===== config.mk =====
export PLATFORM = sky130hd
export DESIGN_NAME = act_lut_loader
export DESIGN_NICKNAME = d
export VERILOG_FILES = /design/src/rtl/act_lut_loader.sv
export SDC_FILE = /design/constraint.sdc
export NUM_CORES = 1
export LEC_CHECK = 0
export BUFFER_PORTS_ARGS = -buffer_cell sky130_fd_sc_hd__clkbuf_2
export CORE_ASPECT_RATIO = 0.8
export CORE_UTILIZATION = 54
export CTS_BUF_LIST = sky130_fd_sc_hd__clkbuf_4 sky130_fd_sc_hd__clkbuf_8 sky130_fd_sc_hd__clkbuf_16
export DETAILED_ROUTE_END_ITERATION = 10
export PLACE_DENSITY_LB_ADDON = 0.2
export SLEW_MARGIN = 20
export SYNTH_ARGS = -nofsm -noshare
export SYNTH_HDL_FRONTEND = slang
export SYNTH_SLANG_ARGS = --single-unit

===== constraint.sdc =====
create_clock -name aclk -period 3.85 [get_ports aclk]
set_input_delay 1.155 -clock aclk [delete_from_list [all_inputs] [get_ports aclk]]
set_output_delay 1.155 -clock aclk [all_outputs]
set_load 0.03 [all_outputs]

===== src/rtl/act_lut_loader.sv =====
// ---------------------------------------------------------------------------
// act_lut_loader
//
// Streams an activation lookup table over AXI-Stream into the port-B write
// side of a dual-port LUT RAM. Each 32-bit beat carries two 16-bit entries
// (low half -> even address, high half -> odd address) and is written over
// two consecutive cycles, giving one beat per two cycles.
//
// Optional feature macro: ACT_LUT_LOADER_CHKSUM_EN
//   defined   : lut_chksum accumulates the mod-2^16 sum of written entries
//   undefined : lut_chksum is tied to 16'h0000, no accumulator is built
//
// Parameters
//   LUT_ADDR_WIDTH  LUT address width (depth = 2**LUT_ADDR_WIDTH x 16 bit)
//   SIM_DELAY       kept for interface compatibility; RTL is zero-delay
//
// Ports
//   aclk            clock, rising edge
//   areset          asynchronous active-high reset
//   aclken          clock enable; low freezes all state, write enable forced 0
//   load_start      one-cycle request to begin a table load (IDLE only)
//   load_busy       high while receiving/writing beats
//   load_done       one-cycle pulse when the load finishes
//   load_err        sticky framing error (early or missing s_axis_last)
//   lut_rd_blk      mirrors load_busy; blocks LUT readers during a load
//   s_axis_*        AXI-Stream slave carrying table data
//   lut_mem_*_b     LUT RAM write port B
//   lut_chksum      entry checksum (see macro above)
// ---------------------------------------------------------------------------
module act_lut_loader #(
    parameter int LUT_ADDR_WIDTH = 12,
    parameter int SIM_DELAY      = 1
) (
    input  logic                      aclk,
    input  logic                      areset,
    input  logic                      aclken,
    input  logic                      load_start,
    output logic                      load_busy,
    output logic                      load_done,
    output logic                      load_err,
    output logic                      lut_rd_blk,
    input  logic [31:0]               s_axis_data,
    input  logic                      s_axis_last,
    input  logic                      s_axis_valid,
    output logic                      s_axis_ready,
    output logic                      lut_mem_clk_b,
    output logic                      lut_mem_wen_b,
    output logic [LUT_ADDR_WIDTH-1:0] lut_mem_addr_b,
    output logic [15:0]               lut_mem_din_b,
    output logic [15:0]               lut_chksum
);

    localparam int BEAT_W = LUT_ADDR_WIDTH - 1;

    // SIM_DELAY has no effect on the synthesizable logic.
    if (SIM_DELAY < 0) begin : g_sim_delay_unused
    end

    typedef enum logic [1:0] {
        IDLE  = 2'd0,
        RECV  = 2'd1,
        WR_HI = 2'd2,
        DONE  = 2'd3
    } state_t;

    state_t                    r_state;
    logic [BEAT_W-1:0]         r_beat;
    logic [15:0]               r_hi;
    logic                      r_last;
    logic                      r_busy;
    logic                      r_done;
    logic                      r_err;
    logic                      r_ready;
    logic                      r_wen;
    logic [LUT_ADDR_WIDTH-1:0] r_addr;
    logic [15:0]               r_din;

    logic w_final_beat;
    assign w_final_beat = &r_beat;

    always_ff @(posedge aclk or posedge areset) begin
        if (areset) begin
            r_state <= IDLE;
            r_beat  <= '0;
            r_hi    <= '0;
            r_last  <= 1'b0;
            r_busy  <= 1'b0;
            r_done  <= 1'b0;
            r_err   <= 1'b0;
            r_ready <= 1'b0;
            r_wen   <= 1'b0;
            r_addr  <= '0;
            r_din   <= '0;
        end else if (aclken) begin
            r_wen  <= 1'b0;
            r_done <= 1'b0;
            case (r_state)
                IDLE: begin
                    if (load_start) begin
                        r_state <= RECV;
                        r_beat  <= '0;
                        r_err   <= 1'b0;
                        r_busy  <= 1'b1;
                        r_ready <= 1'b1;
                    end
                end
                RECV: begin
                    // r_ready is always high here, so valid alone accepts.
                    if (s_axis_valid) begin
                        r_state <= WR_HI;
                        r_ready <= 1'b0;
                        r_wen   <= 1'b1;
                        r_addr  <= {r_beat, 1'b0};
                        r_din   <= s_axis_data[15:0];
                        r_hi    <= s_axis_data[31:16];
                        r_last  <= s_axis_last;
                    end
                end
                WR_HI: begin
                    r_wen  <= 1'b1;
                    r_addr <= {r_beat, 1'b1};
                    r_din  <= r_hi;
                    if (r_last || w_final_beat) begin
                        r_state <= DONE;
                        r_busy  <= 1'b0;
                        r_done  <= 1'b1;
                        // Error when last arrives early or is missing on the
                        // final beat; a correctly framed table leaves it clear.
                        if (r_last ^ w_final_beat) begin
                            r_err <= 1'b1;
                        end
                    end else begin
                        r_state <= RECV;
                        r_ready <= 1'b1;
                        r_beat  <= r_beat + BEAT_W'(1);
                    end
                end
                DONE: begin
                    r_state <= IDLE;
                end
                default: begin
                    r_state <= IDLE;
                end
            endcase
        end
    end

`ifdef ACT_LUT_LOADER_CHKSUM_EN
    logic        w_start_acc;
    logic        w_lo_wr;
    logic        w_hi_wr;
    logic [15:0] r_chksum;

    assign w_start_acc = aclken && (r_state == IDLE) && load_start;
    assign w_lo_wr     = aclken && (r_state == RECV) && s_axis_valid;
    assign w_hi_wr     = aclken && (r_state == WR_HI);

    // Adds each entry on the edge that registers it onto the write port, so
    // the final odd entry is included by the time load_done is visible.
    always_ff @(posedge aclk or posedge areset) begin
        if (areset) begin
            r_chksum <= '0;
        end else if (w_start_acc) begin
            r_chksum <= '0;
        end else if (w_lo_wr) begin
            r_chksum <= r_chksum + s_axis_data[15:0];
        end else if (w_hi_wr) begin
            r_chksum <= r_chksum + r_hi;
        end
    end

    assign lut_chksum = r_chksum;
`else
    assign lut_chksum = '0;
`endif

    // A write held while the enable is low must not repeat on the RAM,
    // which runs on the ungated clock.
    assign lut_mem_wen_b  = r_wen & aclken;
    assign lut_mem_clk_b  = aclk;
    assign lut_mem_addr_b = r_addr;
    assign lut_mem_din_b  = r_din;
    assign load_busy      = r_busy;
    assign lut_rd_blk     = r_busy;
    assign load_done      = r_done;
    assign load_err       = r_err;
    assign s_axis_ready   = r_ready;

endmodule


---- Word-level counts from Yosys, hierarchy flattened ----
Cells that the tools add are included.
word-level totals
  bits of input ports ..................... 38
  output and inout bits ................... 51
  flip-flop bits (word level) ............. 63
operators by class
  add/sub/neg operators ................... 1
  reduce and logical (&&, ||, !) cells .... 13
  bitwise logic cells ..................... 2
  mux-type cells .......................... 25
  equal/unequal tests ..................... 8
operators with widths
  kind                                                  count
  case mux 16 bit (2 select lines)                      1
  case mux 12 bit (2 select lines)                      1
  two-way mux 11 bit                                    2
  case mux 11 bit (2 select lines)                      1
  two-way mux 16 bit                                    1
  two-way mux 12 bit                                    1
  adder 11 x 1 -> 11 bit (second input constant)        1
  AND reduction 11 bit                                  1
  two-way mux 1 bit                                     10
  != test 2 bit (second input constant)                 5
  AND reduction 5 bit                                   2
  AND reduction 3 bit                                   3
  case mux 2 bit (4 select lines)                       1
  AND reduction 4 bit                                   2
  two-way mux 2 bit                                     3
  case mux 1 bit (2 select lines)                       3
  equality test 2 bit (second input constant)           2
  nonzero test 2 bit                                    2
  case mux 1 bit (3 select lines)                       1
  nonzero test 3 bit                                    1
  equality test 2 x 1 -> 1 bit (second input constant)  1
  logical NOT 2 bit                                     1
  AND 1 bit                                             1
  logical OR 1 bit                                      1
  XOR 1 bit                                             1

---- Logic depth before layout (Yosys ltp) ----
Gate-level depths: netlist (run 1).
  depth after elaboration ................. 5
  depth in mapped cells ................... 9
  mapped depth without buffers ............ 9

==> flow_metrics.tcl, run 1 <==
set metrics [dict create \
    status "finished, final reports clean" \
    pin_count 89 \
    ys_ff_latch 63 \
    yosysSeqAreaShare 0.523 \
    netSwitchingFraction 0.386 \
    clk_pin_slew_ns 0.07 \
    firstDrtPassIters 6 \
    drv_slew 0 \
    p_switching_mw 1.06 \
    wl_per_cell_um 14.3 \
    critPathKind "clk -> out" \
    p_int_mw 1.68 \
    syn_inst 261 \
    grtUsageTotal 0.215 \
    grtUsageMet2 0.318 \
    die_x_um 85.5 \
    met1_usage 0.267 \
    met3_usage 0.104 \
    rsz0062_at_grt "false" \
    first_iter_violations 103 \
    hold_class "reg -> reg" \
    combPwrFrac 0.373 \
    worstPathArrival_ns 2.32 \
    grt_pass1_vias 1961 \
    hold_viol 0 \
    globalplace.congestion 0.758 \
    crit_top_cell "clkbuf_8" \
    synth_enable_flop_cells 0 \
    crit_path_max_incr_delay_ns 0.17 \
    drive_above_1_share 0.389 \
    startpoint_type "clock port" \
    setup_tns_ns 0 \
    busiest_layer "met2" \
    critPathRequiredTime_ns 2.69 \
    power_frac_clock 0.251 \
    syn_to_final_growth_pct 19.8 \
    ys_async_sr_fraction 1.00 \
    clock_latency_ns 0.45 \
    start_util 0.582 \
    grt_pass1_wl_mm 9.05 \
    ctsHoldBuffers 0 \
    drtAntennaViolNets 0 \
    syn_area_mm2 0.00302 \
    final_nets 382 \
    die-area_mm2 0.00589 \
    skew_ns 0.00613 \
    die_h_um 68.8 \
    synth.avg_cell_area_um2 11.6 \
    dp_hpwl_mm 4.02 \
    slew_headroom 0.494 \
    worstMarginPinSlew_ns 0.759 \
    seqPwrFrac 0.376 \
    setup.worst_path.end_class "primary output" \
    setup_viol 0 \
    grt_overflow_total 0 \
    synth_cell_types 44 \
    core_mm2 0.00518 \
    powerDensity_mw_per_mm2 760 \
    ys.flop_type "dfrtp_1" \
    power.leakage_nw 1.82 \
    post_cts_buffers 0 \
    viasPerCell 5.22 \
    path_max_fanout 2 \
    fillers 404 \
    post_cts_resized 0 \
    dp_slack_ns 0.612 \
    num_antenna_cells 0 \
    cpMaxStageDelayCell "clkbuf_2" \
    ys_warn_count 0 \
    drc 0 \
    worst_slack_ns 0.378 \
    antenna_found_initial 0 \
    wl_mm 5.77 \
    vdd_drop_max_uv 426 \
    vias 2109 \
    tritoncts "yes" \
    fin_cells 404 \
    grt_max_degree 64 \
    drv_cap 0 \
    dp.cells 385 \
    numPortBuffers 72 \
    cp_cell_sequence "clkbuf_8 > clkbuf_8 > clkbuf_2" \
    rows 23 \
]
-- worst max-delay path: cells and delay by family --
| kind | cells | cell delay [ns] |
|---|---|---|
| buffers and inverters | 3 | 0.40 |
-- Yosys cell counts, types with 2 or more instances --
cell type,instances,area share
inv_1,8,0.010
mux2_2,29,0.11
a21oi_1,6,0.010
nand4_1,3,0.0062
o21ai_0,22,0.037
nor2_1,6,0.0075
clkbuf_1,4,0.0050
mux2i_1,20,0.066
dfrtp_1,63,0.52
nand3_1,5,0.0083
nand2_1,26,0.032
o31ai_1,4,0.010
nor3_1,2,0.0033
buf_2,4,0.0066
ha_1,7,0.029
buf_4,20,0.050
nor2b_1,3,0.0062
nand2b_1,3,0.0062
-- final timing paths --
kind | from | endpoint | slack, ns | depth (start not counted)
max reg2reg | r_state[0] | r_beat[7] | 1.21 | 7
max in group asynchronous | areset | s_axis_ready | 2.84 | 3
min in group asynchronous | areset | r_beat[5] | 0.75 | 3
min reg2reg | lut_mem_din_b[5] | lut_mem_din_b[5] | 0.48 | 2
max | aclk | lut_mem_clk_b | 0.38 | 3
min | lut_mem_din_b[5] | lut_mem_din_b[5] | 0.48 | 2
-- cell type report --
class / count / area (um^2) / area share
Sequential cell: 63 / 1580 / 0.437
Multi-Input combinational cell: 176 / 1280 / 0.355
Timing Repair Buffer: 74 / 390 / 0.108
Clock buffer: 17 / 206 / 0.0572
Tap cell: 62 / 77.6 / 0.0215
Clock inverter: 3 / 42.5 / 0.0118
Inverter: 9 / 36.3 / 0.0100
-- placed cells by master, fill, tap and decap left out, types with 2 or more instances in the layout --
cell / instances
clkbuf_2: 72
dfrtp_1: 63
mux2_2: 29
nand2_1: 26
o21ai_0: 22
mux2i_1: 20
conb_1: 16
clkbuf_8: 13
inv_1: 7
ha_1: 7
a21oi_1: 6
nor2_1: 6
nand3_1: 5
o31ai_1: 4
nand2b_1: 3
nand4_1: 3
nor2b_1: 3
clkbuf_4: 3
nor3_1: 2
buf_4: 2
-- sequential cells by signal, indices dropped and copies added (netlist names), 2 cells and up --
name / count
lut_mem_addr_b: 12
lut_mem_din_b: 16
r_beat: 11
r_hi: 16
r_state: 2
-- per-layer routing --
metal  part of all wire  vias up
met5                  0        -
met4              0.013        0
met3              0.064        8
met2               0.46       75
met1               0.46      996
li1                   -     1030
-- stage by stage --
stage | hold WS (ns) | utilization | power, mW | instance area, um^2
floorplan | 0.479 | - | 1.85 | 3070
global route | 0.514 | 0.697 | 2.92 | 3610
finish | 0.478 | 0.697 | 2.75 | 3610
detailed placement | 0.470 | 0.650 | 2.11 | 3370
CTS | 0.485 | 0.697 | 2.78 | 3610
global placement | 0.463 | 0.650 | 2.07 | 3370
-- kinds of logic (layout without fill, tap and decap cells) --
| kind of cell | Yosys count | in the layout | synth area share |
|---|---|---|---|
| AND/OR/NAND/NOR | 62 | 62 | 0.111 |
| adder cells (fa/ha/maj) | 7 | 7 | 0.0290 |
| AO/OA/AOI/OAI | 39 | 39 | 0.0768 |
| other | 1 | 16 | 0.00124 |
| multiplexers | 50 | 50 | 0.180 |
| flip-flops | 63 | 63 | 0.523 |
| XOR/XNOR | 2 | 2 | 0.00581 |
| buffers and inverters | 37 | 103 | 0.0734 |
-- power by group through the flow --
| stage | Sequential (mW) | Combinational [mW] | Clock, mW |
|---|---|---|---|
| floorplan | 1.25 | 0.567 | 0.0389 |
| global placement | 1.03 | 1.00 | 0.0325 |
| detailed placement | 1.04 | 1.03 | 0.0325 |
| CTS | 1.03 | 1.04 | 0.708 |
| global route | 1.06 | 1.12 | 0.743 |
| finish | 1.03 | 1.02 | 0.690 |
(Power assumes the default switching activity.)
==> run 2: changes to the inputs <==
- CORE_MARGIN: not set -> 2
- CORE_UTILIZATION: 54 -> 51
- clock period: 3.85 -> 3.41 ns (I/O delays scaled with it)
==> run 2 against run 1 <==
Against the previous run:
- core utilization down 7.7 points
- critical path type unchanged
- count of clock-buffer cells in the layout decreased by 2
- cell area shrank 0.10%
- highest routed layer unchanged
- largest cell class unchanged
- first-iteration DRC count rose by 57%
- register-to-register slack lost 0.19 ns
- critical path depth stayed put
- routed wire length is 1.1% lower
- worst setup slack got worse by 0.098 ns
==> flow_metrics.tcl, run 2 (synthesis gave the netlist of run 1 again) <==
set metrics [dict create \
    status "finished, final reports clean" \
    viasPerCell 5.00 \
    grtUsageTotal 0.188 \
    drive_above_1_share 0.389 \
    tritoncts "yes" \
    grt_max_degree 64 \
    setup.worst_path.end_class "primary output" \
    clock_latency_ns 0.44 \
    startpoint_type "clock port" \
    skew_ns 0.00943 \
    drv_cap 0 \
    die_x_um 90.0 \
    critPathRequiredTime_ns 2.39 \
    critPathKind "clk -> out" \
    hold_viol 0 \
    final_nets 383 \
    numPortBuffers 72 \
    powerDensity_mw_per_mm2 833 \
    setup_viol 0 \
    rrSetupSlack_ns 1.02 \
    syn_to_final_growth_pct 19.6 \
    drc 0 \
    die-area_mm2 0.00655 \
    post_cts_buffers 0 \
    die_h_um 72.8 \
    layout_commonest_cell "clkbuf_2" \
    mostFrequentLayoutCells "72 x clkbuf_2, 63 x dfrtp_1, 29 x mux2_2" \
    grt_overflow_total 0 \
    ctsHoldBuffers 0 \
    post_cts_resized 0 \
    rsz0062_at_grt "false" \
    totalPowerFinal_mw 3.00 \
    setup_tns_ns 0 \
    firstDrtPassIters 5 \
    worstMarginPinSlew_ns 0.546 \
    slew_headroom 0.635 \
    grt_pass1_vias 2048 \
    start_util 0.518 \
    pin_count 89 \
    grt_pass1_wl_mm 9.43 \
    path_max_fanout 2 \
    fin_cells 423 \
    clk_pin_slew_ns 0.07 \
    antenna_found_initial 0 \
    hold_class "reg -> reg" \
    dp.cells 405 \
    num_antenna_cells 0 \
    rows 25 \
    vias 2117 \
    vdd_drop_max_uv 563 \
    core_mm2 0.00582 \
    drtAntennaViolNets 0 \
    dp_hpwl_mm 3.99 \
    wl_mm 5.71 \
    globalplace.congestion 0.734 \
    power.leakage_nw 1.81 \
    drv_slew 0 \
    worstPathArrival_ns 2.11 \
    first_iter_violations 162 \
    wl_per_cell_um 13.5 \
]
[run 2: worst max-delay path: stages]
cell	delay, ns
clkbuf_8	0.11
clkbuf_8	0.12
clkbuf_2	0.17
[run 2: layout make-up]
type | count | area [um^2]
Fill cell | 498 | 2210
Sequential cell | 63 | 1580
Multi-Input combinational cell | 176 | 1280
Timing Repair Buffer | 75 | 398
Clock buffer | 15 | 191
Tap cell | 81 | 101
Inverter | 9 | 36.3
Clock inverter | 4 | 22.5
[run 2: report_power, final]
group	internal [mW]	total (mW)	switching [mW]
logic	0.429	1.15	0.722
clock network	0.366	0.691	0.325
registers	1.01	1.16	0.148
total	1.81	3.00	1.20
[run 2: per-layer routing]
metal  vias up  wire (um)  GRT usage  part of all wire
li1       1031          -          -                 -
met1      1003       2540      0.232              0.45
met2        72       2710      0.297              0.47
met3        11        334     0.0775             0.059
met4         0        117     0.0855             0.020
met5         -          0          0                 0
[run 2: worst paths after layout]
kind | start | endpoint | cells past startpoint
min reg2reg | lut_mem_din_b[0] | lut_mem_din_b[0] | 2
max reg2reg | r_beat[3] | r_beat[8] | 9
min in group asynchronous | areset | lut_mem_din_b[3] | 3
min | lut_mem_din_b[0] | lut_mem_din_b[0] | 2
max in group asynchronous | areset | lut_mem_din_b[7] | 3
max | aclk | lut_mem_clk_b | 3
[run 2: through the flow]
stage	hold slack (ns)	worst slack (ns)	util	area, um^2
6_report	0.478	0.281	0.620	3610
5_1_grt	0.516	0.272	0.620	3610
4_1_cts	0.486	0.276	0.620	3610
3_5_place_dp	0.470	0.524	0.584	3400
3_3_place_gp	0.462	0.524	0.584	3400
2_1_floorplan	0.479	0.537	-	3070
==> run 3: changes to the inputs <==
- RECOVER_POWER: not set -> 100
==> run 3 against run 2 <==
Against the previous run:
- the run now ends with max-capacitance violations, max-slew violations left
- non-clock buffer count did not move
- clock skew is essentially flat
- core utilization shrank 1.8 points
- hold slack got worse by 0.00069 ns
- first-iteration DRC count rose by 6.8%
- combinational power shrank 5%
- routed wire length rose by 1.3%
- sequential power hardly changed
- cell area decreased by 3.0%
- flip-flop and latch count did not move
- count of clock-buffer cells in the layout unchanged
- die area stayed put
- critical endpoint unchanged
==> flow_metrics.tcl, run 3 (synthesis gave the netlist of run 1 again) <==
set metrics [dict create \
    syn_to_final_growth_pct 16.1 \
    drv_slew 64 \
    power.leakage_nw 1.68 \
    die_x_um 90.0 \
    critPathKind "clk -> out" \
    core_mm2 0.00582 \
    post_cts_resized 0 \
    dp.cells 405 \
    reg2reg_from "r_state[0]" \
    numPortBuffers 72 \
    num_antenna_cells 0 \
    skew_ns 0.00961 \
    dp_hpwl_mm 3.99 \
    crit_path_start "aclk" \
    multi_input_area_mm2 0.00124 \
    pin_count 89 \
    path_delay_family "buffers and inverters" \
    drtAntennaViolNets 0 \
    crit_buf_inv 3 \
    setup.worst_path.end_class "primary output" \
    cpMaxStageDelayCell "clkbuf_1" \
    hold_start "lut_mem_din_b[0]" \
    rsz0062_at_grt "false" \
    tritoncts "yes" \
    startpoint_type "clock port" \
    critPathRequiredTime_ns 2.39 \
    hold_class "reg -> reg" \
    die-area_mm2 0.00655 \
    wl_mm 5.78 \
    mostFrequentLayoutCells "63 x dfrtp_1, 38 x clkbuf_2, 37 x clkbuf_1" \
    crit_path_max_incr_delay_ns 0.20 \
    clk_pin_slew_ns 0.07 \
    seqCellArea_mm2 0.00158 \
    drive_above_1_share 0.257 \
    grt_pass1_vias 2048 \
    powerDensity_mw_per_mm2 839 \
    final_nets 383 \
    crit_top_cell "clkbuf_8" \
    fillers 522 \
    violations "max-capacitance violations, max-slew violations" \
    setup_tns_ns 0 \
    slew_headroom -0.0202 \
    grt_overflow_total 0 \
    status "finished with violations" \
    worstPathArrival_ns 2.13 \
    first_iter_violations 173 \
    ctsHoldBuffers 0 \
    die_h_um 72.8 \
    wl_per_cell_um 13.7 \
    rows 25 \
    globalplace.congestion 0.734 \
    firstDrtPassIters 4 \
    start_util 0.518 \
    grt_pass1_wl_mm 9.43 \
    vdd_drop_max_uv 547 \
    setup_viol 0 \
    cp_cell_sequence "clkbuf_8 > clkbuf_8 > clkbuf_1" \
    grt_max_degree 64 \
    grtUsageTotal 0.188 \
    hold_viol 0 \
    path_max_fanout 2 \
    fin_cells 423 \
    viasPerCell 5.02 \
    post_cts_buffers 0 \
    vias 2123 \
    layout_commonest_cell "dfrtp_1" \
    worstMarginPinSlew_ns 1.53 \
    drv_cap 1 \
    rrSetupSlack_ns 0.54 \
    clock_latency_ns 0.44 \
    drc 0 \
    antenna_found_initial 0 \
]
[run 3: changes by cell type in the layout (fill, tap and decap cells not counted), sizes merged]
| cell | change |
|---|---|
| buf | -3 |
| clkbuf | +3 |
[run 3: final cells by class]
cell class | count | share of cell area
multi-input combinational | 176 | 0.354
sequential | 63 | 0.450
inverter | 9 | 0.0104
clock inverter | 4 | 0.00644
tap | 81 | 0.0290
timing repair buffer | 75 | 0.0951
clock buffer | 15 | 0.0543
[run 3: worst reg2reg max path, delay by kind of cell (launching register included)]
kind | cells | cell delay, ns
DFF | 1 | 0.39
buffers and inverters | 2 | 0.57
and+or+nand+nor | 1 | 0.19
adders and majority gates | 1 | 0.35
AOI/OAI and AO/OA | 2 | 1.23
[run 3: worst paths after layout]
path,end,cells past startpoint
setup / recovery,lut_mem_clk_b,3
hold / removal,lut_mem_din_b[0],2
setup reg to reg,lut_mem_din_b[9],6
hold reg to reg,lut_mem_din_b[0],2
max in group asynchronous,lut_mem_din_b[7],3
min in group asynchronous,lut_mem_din_b[3],3
[run 3: metal layers]
metal / GRT usage / vias up / part of all wire
met4: 0.0855 / 0 / 0.020
met3: 0.0775 / 15 / 0.068
met2: 0.297 / 77 / 0.47
met5: 0 / - / 0
li1: - / 1029 / -
met1: 0.232 / 1002 / 0.44
[run 3: report_power, final]
group | total (mW) | internal (mW) | leakage (nW) | switching (mW)
logic | 1.09 | 0.377 | 0.759 | 0.711
clock network | 0.688 | 0.363 | 0.111 | 0.325
registers | 1.16 | 1.01 | 0.806 | 0.148
[run 3: per-stage QoR]
stage	setup slack [ns]	power [mW]	area, um^2	utilization	hold WS (ns)
6_report	0.253	2.94	3500	0.602	0.477
5_1_grt	0.201	3.13	3500	0.602	0.514
4_1_cts	0.276	3.04	3610	0.620	0.486
3_5_place_dp	0.524	2.38	3400	0.584	0.470
3_3_place_gp	0.524	2.34	3400	0.584	0.462
2_1_floorplan	0.537	2.09	3070	-	0.479
